--- src/rtl/cordic_sched_if.sv ---
// Bundle of request, response, CORDIC-facing and status signals for cordic_sched.
// The master side is the scheduler. The slave side is the requesters together with the CORDIC datapath.
interface cordic_sched_if #(
    parameter int N = 12,
    parameter int M = 24
);
    logic [1:0]   req_valid;
    logic [1:0]   req_ready;
    logic [N-1:0] req_angle_a;
    logic [N-1:0] req_angle_b;
    logic [1:0]   rsp_valid;
    logic [1:0]   rsp_ready;
    logic [M-1:0] rsp_sin;
    logic [M-1:0] rsp_cos;
    logic         cor_ce;
    logic [N-1:0] cor_angle;
    logic [M-1:0] cor_sin;
    logic [M-1:0] cor_cos;
    logic         busy;
    logic         grant_id;

    modport master (
        input  req_valid, req_angle_a, req_angle_b, rsp_ready, cor_sin, cor_cos,
        output req_ready, rsp_valid, rsp_sin, rsp_cos, cor_ce, cor_angle, busy, grant_id
    );

    modport slave (
        output req_valid, req_angle_a, req_angle_b, rsp_ready, cor_sin, cor_cos,
        input  req_ready, rsp_valid, rsp_sin, rsp_cos, cor_ce, cor_angle, busy, grant_id
    );
endinterface

--- src/rtl/cordic_sched.sv ---
// Shares one CORDIC datapath between two requesters: arbitrate, hold ce/angle for LAT+1 cycles, capture, respond.
// Define CORDIC_SCHED_RR_EN for round-robin arbitration; the default build uses fixed priority (A first).
module cordic_sched #(
    parameter int N   = 12,
    parameter int M   = 24,
    parameter int LAT = 12
) (
    input  logic          CLK,
    input  logic          RST_N,
    cordic_sched_if.master bus
);
    localparam int CW = $clog2(LAT) + 1;

    typedef enum logic [1:0] {S_IDLE, S_RUN, S_CAP, S_RESP} state_t;

    state_t        r_state;
    state_t        w_state_next;
    logic [CW-1:0] r_cnt;
    logic [N-1:0]  r_cor_angle;
    logic [M-1:0]  r_rsp_sin;
    logic [M-1:0]  r_rsp_cos;
    logic          r_grant_id;
    logic          w_winner;
    logic          w_accept;

`ifdef CORDIC_SCHED_RR_EN
    // r_rr_ptr names the requester that wins a tie; it flips away from each accepted requester.
    logic r_rr_ptr;

    always_comb begin
        if (bus.req_valid == 2'b11) w_winner = r_rr_ptr;
        else                        w_winner = ~bus.req_valid[0];
    end

    always_ff @(posedge CLK or negedge RST_N) begin
        if (!RST_N)        r_rr_ptr <= 1'b0;
        else if (w_accept) r_rr_ptr <= ~w_winner;
    end
`else
    always_comb begin
        w_winner = ~bus.req_valid[0];
    end
`endif

    assign w_accept = (r_state == S_IDLE) && (bus.req_valid != 2'b00);

    always_ff @(posedge CLK or negedge RST_N) begin
        if (!RST_N) r_state <= S_IDLE;
        else        r_state <= w_state_next;
    end

    always_comb begin
        w_state_next = r_state;
        case (r_state)
            S_IDLE:  if (w_accept) w_state_next = S_RUN;
            S_RUN:   if (r_cnt == CW'(LAT - 1)) w_state_next = S_CAP;
            S_CAP:   w_state_next = S_RESP;
            S_RESP:  if (bus.rsp_ready[r_grant_id]) w_state_next = S_IDLE;
            default: w_state_next = S_IDLE;
        endcase
    end

    // cnt leaves RUN at LAT-1, so it tops out at LAT and never wraps in CW bits.
    always_ff @(posedge CLK or negedge RST_N) begin
        if (!RST_N) begin
            r_cnt       <= '0;
            r_cor_angle <= '0;
            r_grant_id  <= 1'b0;
            r_rsp_sin   <= '0;
            r_rsp_cos   <= '0;
        end else begin
            if (w_accept) begin
                r_cor_angle <= w_winner ? bus.req_angle_b : bus.req_angle_a;
                r_grant_id  <= w_winner;
                r_cnt       <= '0;
            end
            if (r_state == S_RUN) r_cnt <= r_cnt + 1'b1;
            if (r_state == S_CAP) begin
                r_rsp_sin <= bus.cor_sin;
                r_rsp_cos <= bus.cor_cos;
            end
        end
    end

    assign bus.req_ready = w_accept ? (w_winner ? 2'b10 : 2'b01) : 2'b00;
    assign bus.cor_ce    = (r_state == S_RUN) || (r_state == S_CAP);
    assign bus.cor_angle = r_cor_angle;
    assign bus.rsp_valid = (r_state == S_RESP) ? (r_grant_id ? 2'b10 : 2'b01) : 2'b00;
    assign bus.rsp_sin   = r_rsp_sin;
    assign bus.rsp_cos   = r_rsp_cos;
    assign bus.busy      = (r_state != S_IDLE);
    assign bus.grant_id  = r_grant_id;
endmodule

--- src/flat_wrapper.sv ---
// flat-port wrapper written by rule: the top's interface ports become plain ports
module cordic_sched_flat 
#(
    parameter int N   = 12,
    parameter int M   = 24,
    parameter int LAT = 12
)
  (CLK, RST_N, bus_req_valid, bus_req_angle_a, bus_req_angle_b, bus_rsp_ready, bus_cor_sin, bus_cor_cos, bus_req_ready, bus_rsp_valid, bus_rsp_sin, bus_rsp_cos, bus_cor_ce, bus_cor_angle, bus_busy, bus_grant_id);
  cordic_sched_if #(.N(N), .M(M)) bus_i ();
  input  logic CLK;
  input  logic RST_N;
  input wire logic [$bits(bus_i.req_valid)-1:0] bus_req_valid;
  input wire logic [$bits(bus_i.req_angle_a)-1:0] bus_req_angle_a;
  input wire logic [$bits(bus_i.req_angle_b)-1:0] bus_req_angle_b;
  input wire logic [$bits(bus_i.rsp_ready)-1:0] bus_rsp_ready;
  input wire logic [$bits(bus_i.cor_sin)-1:0] bus_cor_sin;
  input wire logic [$bits(bus_i.cor_cos)-1:0] bus_cor_cos;
  output wire logic [$bits(bus_i.req_ready)-1:0] bus_req_ready;
  output wire logic [$bits(bus_i.rsp_valid)-1:0] bus_rsp_valid;
  output wire logic [$bits(bus_i.rsp_sin)-1:0] bus_rsp_sin;
  output wire logic [$bits(bus_i.rsp_cos)-1:0] bus_rsp_cos;
  output wire logic [$bits(bus_i.cor_ce)-1:0] bus_cor_ce;
  output wire logic [$bits(bus_i.cor_angle)-1:0] bus_cor_angle;
  output wire logic [$bits(bus_i.busy)-1:0] bus_busy;
  output wire logic [$bits(bus_i.grant_id)-1:0] bus_grant_id;
  assign bus_i.req_valid = bus_req_valid;
  assign bus_i.req_angle_a = bus_req_angle_a;
  assign bus_i.req_angle_b = bus_req_angle_b;
  assign bus_i.rsp_ready = bus_rsp_ready;
  assign bus_i.cor_sin = bus_cor_sin;
  assign bus_i.cor_cos = bus_cor_cos;
  assign bus_req_ready = bus_i.req_ready;
  assign bus_rsp_valid = bus_i.rsp_valid;
  assign bus_rsp_sin = bus_i.rsp_sin;
  assign bus_rsp_cos = bus_i.rsp_cos;
  assign bus_cor_ce = bus_i.cor_ce;
  assign bus_cor_angle = bus_i.cor_angle;
  assign bus_busy = bus_i.busy;
  assign bus_grant_id = bus_i.grant_id;
  cordic_sched #(.N(N), .M(M), .LAT(LAT)) u_core (.CLK(CLK), .RST_N(RST_N), .bus(bus_i));
endmodule
--- config.mk ---
export PLATFORM = sky130hd
export DESIGN_NAME = cordic_sched_flat
export DESIGN_NICKNAME = d
export VERILOG_FILES = /design/src/rtl/cordic_sched_if.sv /design/src/rtl/cordic_sched.sv /design/src/flat_wrapper.sv
export SDC_FILE = /design/constraint.sdc
export NUM_CORES = 1
export LEC_CHECK = 0
export CORE_MARGIN = 4
export CORE_UTILIZATION = 50
export CTS_BUF_LIST = sky130_fd_sc_hd__clkbuf_8
export CTS_CLUSTER_DIAMETER = 150
export DETAILED_ROUTE_END_ITERATION = 7
export DONT_BUFFER_PORTS = 1
export PLACE_DENSITY = 0.74
export SYNTH_ARGS = -nofsm -noshare
export SYNTH_HDL_FRONTEND = slang
export SYNTH_SLANG_ARGS = --single-unit
export TNS_END_PERCENT = 50
--- constraint.sdc ---
create_clock -name CLK -period 2.3 [get_ports CLK]
set_input_delay 0.69 -clock CLK [delete_from_list [all_inputs] [get_ports CLK]]
set_output_delay 0.69 -clock CLK [all_outputs]
set_load 0.02 [all_outputs]
Word level (Yosys, flattened, before mapping)

Index checks and enable logic that the tools add are counted.

Register bits: 68
Bits of input ports: 78
Output and inout bits: 67

Add/sub/neg operators: 1
Magnitude comparators: 1
Eq/ne operators: 7
Muxes and demuxes: 13
Bitwise gates (word level): 1
Reduce and logical (&&, ||, !) cells: 7

Operators with widths:

| cell                                                                  | count |
|---|---|
| 2-bit 2-to-1 mux                                                      | 7 |
| 12-bit 2-to-1 mux                                                     | 1 |
| 5-bit 2-to-1 mux                                                      | 2 |
| 2-bit one-hot mux with 4 select lines                                 | 1 |
| 2-bit by 1-bit != test with 1-bit output, second input constant       | 3 |
| 2-bit nonzero test                                                    | 3 |
| 5-bit by 1-bit adder with 5-bit output, second input constant         | 1 |
| 5-bit by 4-bit equality test with 1-bit output, second input constant | 1 |
| 2-bit equality test, second input constant                            | 2 |
| 3-bit AND reduction                                                   | 1 |
| 2-bit by 1-bit equality test with 1-bit output, second input constant | 1 |
| 2-bit logical NOT                                                     | 1 |
| 1-bit by 2-bit < comparator with 1-bit output, second input constant  | 1 |
| 1-bit 2-to-1 mux                                                      | 2 |
| 1-bit logical AND                                                     | 1 |
| 1-bit logical OR                                                      | 1 |
| 1-bit inverter                                                        | 1 |

Logic depth before layout (Yosys ltp)

Gate-level depths: netlist (run 1).

Word-level depth: 4
Mapped depth: 6

Least setup slack after synthesis (run 1)

No wires, ideal clock.

Path type: input to output
Start: in bus_req_valid[0]
End: out bus_req_ready[1]
Data arrival time: 1345 ps
Slack: 265 ps
Stages on the path: 3
Buffers on the path: 2
Cells stage by stage: buf_6 -> buf_2 -> nor2_1

Cells in the longest elaborated chain, start to end: 3
Elaborated cells on any way between the ends: 4

Ends and longest elaborated chain:

| what               | line               | RTL |
|---|---|---|
| start: declaration | flat_wrapper.sv:12 | `input wire logic [$bits(bus_i.req_valid)-1:0] bus_req_valid;` |
| 2-bit nonzero test | cordic_sched.sv:45 | `assign w_accept = (r_state == S_IDLE) && (bus.req_valid != 2'b00);` |
| 1-bit logical AND  | cordic_sched.sv:45 |  |
| 2-bit 2-to-1 mux * | cordic_sched.sv:85 | `assign bus.req_ready = w_accept ? (w_winner ? 2'b10 : 2'b01) : 2'b00;` |
| end: declaration   | flat_wrapper.sv:18 | `output wire logic [$bits(bus_i.req_ready)-1:0] bus_req_ready;` |

Mark *: on every way between the ends. The rest lies on a longest branch, timed or not.

Worst setup path after layout (run 1)

Start: reg u_core.r_state[0]
End: out bus_req_ready[1]

Cells in the longest elaborated chain, start to end: 3

Ends and longest elaborated chain:

| what                     | line               | RTL |
|---|---|---|
| start: declaration       | cordic_sched.sv:16 | `state_t r_state;` |
| start signal: assignment | cordic_sched.sv:49 | `else r_state <= w_state_next;` |
| 2-bit logical NOT        | cordic_sched.sv:45 |  |
| 1-bit logical AND        | cordic_sched.sv:45 |  |
| 2-bit 2-to-1 mux         | cordic_sched.sv:85 |  |

No other way between the ends.

==> metrics, run 1 <==
Post-Synthesis Net Count=288; layout cells sized above 1=28.30%; Post-synth EDFFs=0; HP Class=input port to async pin; worst vdd ir=slightly below 0.9 mV; Die Width=between 80 and 90 microns; Startpoint Class=flop; area of the multi-input gates=1040 sq um; Worst-Skew Late Latency=approximately 0.32 ns; critical-path cell list=inv_1 > ha_1 > o21ai_1 > nor2_2; port bufs=0; largest net degree at the start of global routing=69; Worst Path Max Fanout=4; Synth area leader=dfrtp_1; GR Layer Usage met2=23.83%; worst reg2reg path startpoint=u_core.r_state[1]; main flop type after synthesis=dfrtp_1; WP buf/inv=1; H-tree Lvls=3; final hold vios=0; clk_skew=between 0.008 and 0.009 ns; hpwl dp=3.871 mm; Die Ht=between 80 and 90 microns; period utilization=91.68%; Mapped Cells=204; Syn Std Cell Area=2809 sq um; number of diodes=0; # fillers=439; Yosys warnings=0; flop and latch count out of synthesis=68; Post CTS Setup Buffer Count=0; DP Cell Count=268; ranking of synthesized cells by area=dfrtp_1 61%, mux2_2 16%, mux2i_1 5.7%; vias=1512; crit path launch=u_core.r_state[0]; power per cell area=1702 nW/um^2; Fmax=0.4742 GHz; Nets=291; slew margin rel.=69.04%; GP Congestion=0.7668; Clock Sinks=68; worst path required time=1.61 ns; setup ws final=0.1913 ns; GR Overflow Total=0; antenna-violating nets left=0; Post-synth top cells=68 x dfrtp_1, 40 x mux2_2, 16 x mux2i_1, 14 x nand2_1, 14 x o21ai_0; # IOs=145; CTS Hold Bufs=0; Crit-path slowest cell=dfrtp_1; Avg WL per Cell=between 15 and 20 microns; DRC=0; GRT Util Overall=14.98%; CP arrival=1.42 ns; cell family with most CP delay=flip-flops; die area=6881 sq um; M3 GR Usage=5.357%; Layout area overhead=9.488%; max incr delay on CP=roughly 0.40 ns; total CTS buffers=9; Avg Cell Area, Syn=13.77 sq um; setup violators final=0; CTS tree=yes; final-report max-slew violation count=0; Hold Slack=0.05421 ns; worst-case clock buffer depth=2; critical path class=flop to output port; sequential share of the synthesized area=60.58%; global-route wire length before repair=8.314 mm; Starting Density=51.33%; crit path capture type=output port; count leader, synth=dfrtp_1; non-filler cells, final=around 280; maxcap violations=0; FF/Latch Area=approximately 1700 sq um; core area=about 5500 sq um; pre-CTS setup slack=0.4124 ns; share of the synthesized area in the top cell type=60.58%; Reg clk slew, reported paths=0.07 ns; root buf cell=clkbuf_8; ys async rst share=100.0%; Total Wirelength=approximately 5.2 mm; Rows=27; Pleak=1.364 nW; M1 GR Usage=18.13%; initial antenna violation count=0; Tmin final=2.109 ns; count of cell types in the netlist=23; Iteration-0 DRC Markers=85; DRT Pass-1 Iters=4; busiest layer in global routing=met2; Avg Vias per Cell=5.324; number of global-route vias before repair=1607; worst slew pin tran=0.4644 ns; status=finished clean; final design utilization=56.20%; final setup TNS=0 ns; RSZ-0062 raised after global routing=false
## area by class of cell
class | count | area share (%)
clock buffers | 11 | 4.923
multi-input cells | 120 | 33.81
repair buffers | 3 | 0.7323
flip-flops and latches | 68 | 55.33
clock inverters | 5 | 1.668
well taps | 72 | 2.929
inverters | 5 | 0.6103
## state kept, by name (all words and copies together), names as in the netlist
name / flops
u_core.bus.rsp_sin: 24
u_core.r_state: 2
u_core.bus.cor_angle: 12
u_core.r_cnt: 5
u_core.bus.rsp_cos: 24
u_core.bus.grant_id: 1
## worst register-to-register path, cell delays in order (launching register included)
cell      delay, ns
dfrtp_1        0.38
inv_1          0.09
ha_1           0.28
a222oi_1       0.49
mux2_1         0.36
## layer usage
layer  vias to the layer above  wire length [microns]
met5                         -                      0
met4                         0                     40
met3                         5                    420
met2                        74                   2646
met1                       722                   2086
li1                        711                      -
## through the flow
step / total power (W) / area (sq um)
floorplan: 0.003984 / 2809
global placement: 0.004254 / 2870
detailed placement: 0.004332 / 2870
CTS: 0.005306 / 3073
global route: 0.005571 / 3075
finish: 0.005234 / 3075
## timing repair
item | CTS | global route
gates resized for setup | 0 | 1
endpoints found under the hold margin | 0 | 0
endpoints found under the setup margin | 0 | 1
## report_power, final
part	internal [W]	switching [W]
combinational	0.000725	0.000630
clock	0.000552	0.000414
sequential	0.00180	0.00111
total	0.00308	0.00216
## worst paths after layout
path	end	cells past startpoint	slack [ns]
worst min-delay path	u_core.bus.rsp_sin[14]	0	0.05
worst min register to register	u_core.r_cnt[4]	1	0.48
min in group CLK	u_core.r_cnt[4]	1	0.48
max in group asynchronous	u_core.bus.rsp_cos[15]	0	2.14
worst max-delay path	bus_req_ready[1]	4	0.19
worst max register to register	u_core.r_state[1]	4	0.58
## kinds of logic (layout without fill, tap and decap cells)
group / Yosys count / after routing / synth area share (%)
XOR/XNOR: 1 / 1 / 0.3119
flip-flops: 68 / 68 / 60.58
multiplexers: 65 / 65 / 25.35
AO/OA/AOI/OAI: 20 / 20 / 3.831
buffers and inverters: 16 / 24 / 2.584
adder cells (fa/ha/maj): 6 / 6 / 2.673
AND/OR/NAND/NOR: 28 / 28 / 4.677
## cell usage in the layout (no fill, tap or decap), types with 3 or more instances in the layout
cell type	count
buf_4	3
clkbuf_8	11
dfrtp_1	68
ha_1	5
inv_1	6
mux2_1	9
mux2_2	40
mux2i_1	16
nand2_1	14
nand3_1	5
o21ai_0	14
o21ai_1	3
Note: power is estimated with default switching activity, not from simulation.
==> inputs of run 2 (changes only) <==
--- a/config.mk
+++ b/config.mk
@@ -7,8 +7,8 @@
 export LEC_CHECK = 0
 export CORE_MARGIN = 4
 export CORE_UTILIZATION = 50
-export CTS_BUF_LIST = sky130_fd_sc_hd__clkbuf_8
-export CTS_CLUSTER_DIAMETER = 150
+export CTS_BUF_LIST = sky130_fd_sc_hd__clkbuf_16
+export CTS_CLUSTER_DIAMETER = 120
 export DETAILED_ROUTE_END_ITERATION = 7
 export DONT_BUFFER_PORTS = 1
 export PLACE_DENSITY = 0.74
==> metrics, run 2 (synthesis results as in run 1) <==
crit path capture type=output port; setup violators final=0; Avg WL per Cell=approximately 18 microns; clk_skew=0.004660 ns; # IOs=145; Startpoint Class=flop; CTS Hold Bufs=0; H-tree Lvls=3; Crit-path slowest cell=dfrtp_1; final design utilization=57.68%; final setup TNS=0 ns; Post CTS Setup Buffer Count=0; cell family with most CP delay=flip-flops; number of diodes=0; Rows=27; global-route wire length before repair=8.376 mm; total CTS buffers=9; max incr delay on CP=around 0.40 ns; RSZ-0062 raised after global routing=false; largest net degree at the start of global routing=69; most frequent cells in the layout=68 x dfrtp_1, 40 x mux2_2, 16 x mux2i_1; Tmin final=2.109 ns; Total Wirelength=~5.2 mm; most common cell after layout, fill and taps aside=dfrtp_1; number of global-route vias before repair=approximately 1600; worst slew pin tran=0.4573 ns; die area=6881 sq um; worst-case clock buffer depth=2; initial antenna violation count=0; core area=about 5500 sq um; Hold Slack=between 0.06 and 0.07 ns; Iteration-0 DRC Markers=67; GP Congestion=0.7668; GR Overflow Total=0; status=finished clean; Worst-Skew Late Latency=0.31 ns; CTS tree=yes; port bufs=0; final-report max-slew violation count=0; Die Width=82.95 microns; Pleak=1.399 nW; worst path required time=1.61 ns; antenna-violating nets left=0; GRT Util Overall=15.06%; period utilization=around 92%; Starting Density=around half; layout cells sized above 1=27.36%; slew margin rel.=69.51%; root buf cell=clkbuf_16; Reg clk slew, reported paths=0.05 ns; WP buf/inv=1; vias=1509; Die Ht=82.95 microns; CP arrival=between 1 and 1.5 ns; critical-path cell list=inv_1 > ha_1 > o21ai_1 > nor2_2; maxcap violations=0; Clock Sinks=slightly below 70; worst vdd ir=0.7883 mV; Nets=291; Layout area overhead=12.38%; non-filler cells, final=284; Fmax=about 0.47 GHz; DP Cell Count=268; worst reg2reg path startpoint=u_core.r_state[1]; DRT Pass-1 Iters=4; HP Class=input port to async pin; stages on the worst setup path=4; power per cell area=1759 nW/um^2; flop-to-flop setup slack=0.59 ns; # fillers=426; final hold vios=0; Avg Vias per Cell=5.313; Worst Reg-to-Reg Cells=4; Worst Path Max Fanout=4; RR Endpoint=u_core.r_state[1]; critical path class=flop to output port; hpwl dp=3.871 mm; DRC=0
## run 2: cell types whose count changed in the layout (fill, tap and decap cells not counted), sizes merged
cell,previous run,this run
clkbuf,11,9
clkinv,2,4
## run 2: power breakdown
part	internal (W)	switching, W	leakage (nW)	total [W]
Clock	0.000822	0.000457	0.141	0.00128
Sequential	0.00180	0.00112	0.812	0.00292
Combinational	0.000725	0.000629	0.446	0.00135
## run 2: per-layer routing
| layer | global-route usage [%] | vias to the layer above | routed length, microns |
|---|---|---|---|
| li1 | - | 713 | - |
| met1 | 18.59 | 718 | 2115 |
| met2 | 23.83 | 74 | 2673 |
| met3 | 5.655 | 4 | 399 |
| met4 | 6.241 | 0 | 23 |
| met5 | 0 | - | 0 |
## run 2: area by class of cell
cell class | instances | area [sq um] | area share [%]
clock buffer | 9 | 225.2 | 7.134
tap | 72 | 90.09 | 2.854
timing repair buffer | 3 | 22.52 | 0.7134
clock inverter | 7 | 58.81 | 1.863
multi-input combinational | 120 | 1040 | 32.94
sequential | 68 | 1702 | 53.90
inverter | 5 | 18.77 | 0.5945
## run 2: how the worst max path moves through the flow
| stage | from | end | slack, ns |
|---|---|---|---|
| after floorplan | bus_req_valid[0] | bus_req_ready[1] | 0.26 |
| after global placement | u_core.r_state[0] | bus_req_ready[1] | 0.46 |
| after detailed placement | u_core.r_state[0] | bus_req_ready[1] | 0.41 |
| after CTS | u_core.r_state[0] | bus_req_ready[1] | 0.07 |
| after global routing | u_core.r_state[0] | bus_req_ready[1] | 0.08 |
| final | u_core.r_state[0] | bus_req_ready[1] | 0.19 |
## run 2: per-stage QoR
stage | setup slack [ns] | cell area [sq um] | total power (W)
global placement | 0.4583 | 2870 | 0.004254
CTS | 0.07142 | 3154 | 0.005623
finish | 0.1910 | 3157 | 0.005553
detailed placement | 0.4124 | 2870 | 0.004332
floorplan | 0.2645 | 2809 | 0.003984
global route | 0.07649 | 3157 | 0.005896
## run 2: timing repair
item	in CTS	in global routing
gates resized for setup	0	1
hold endpoints to repair	0	0
endpoints found under the setup margin	0	1
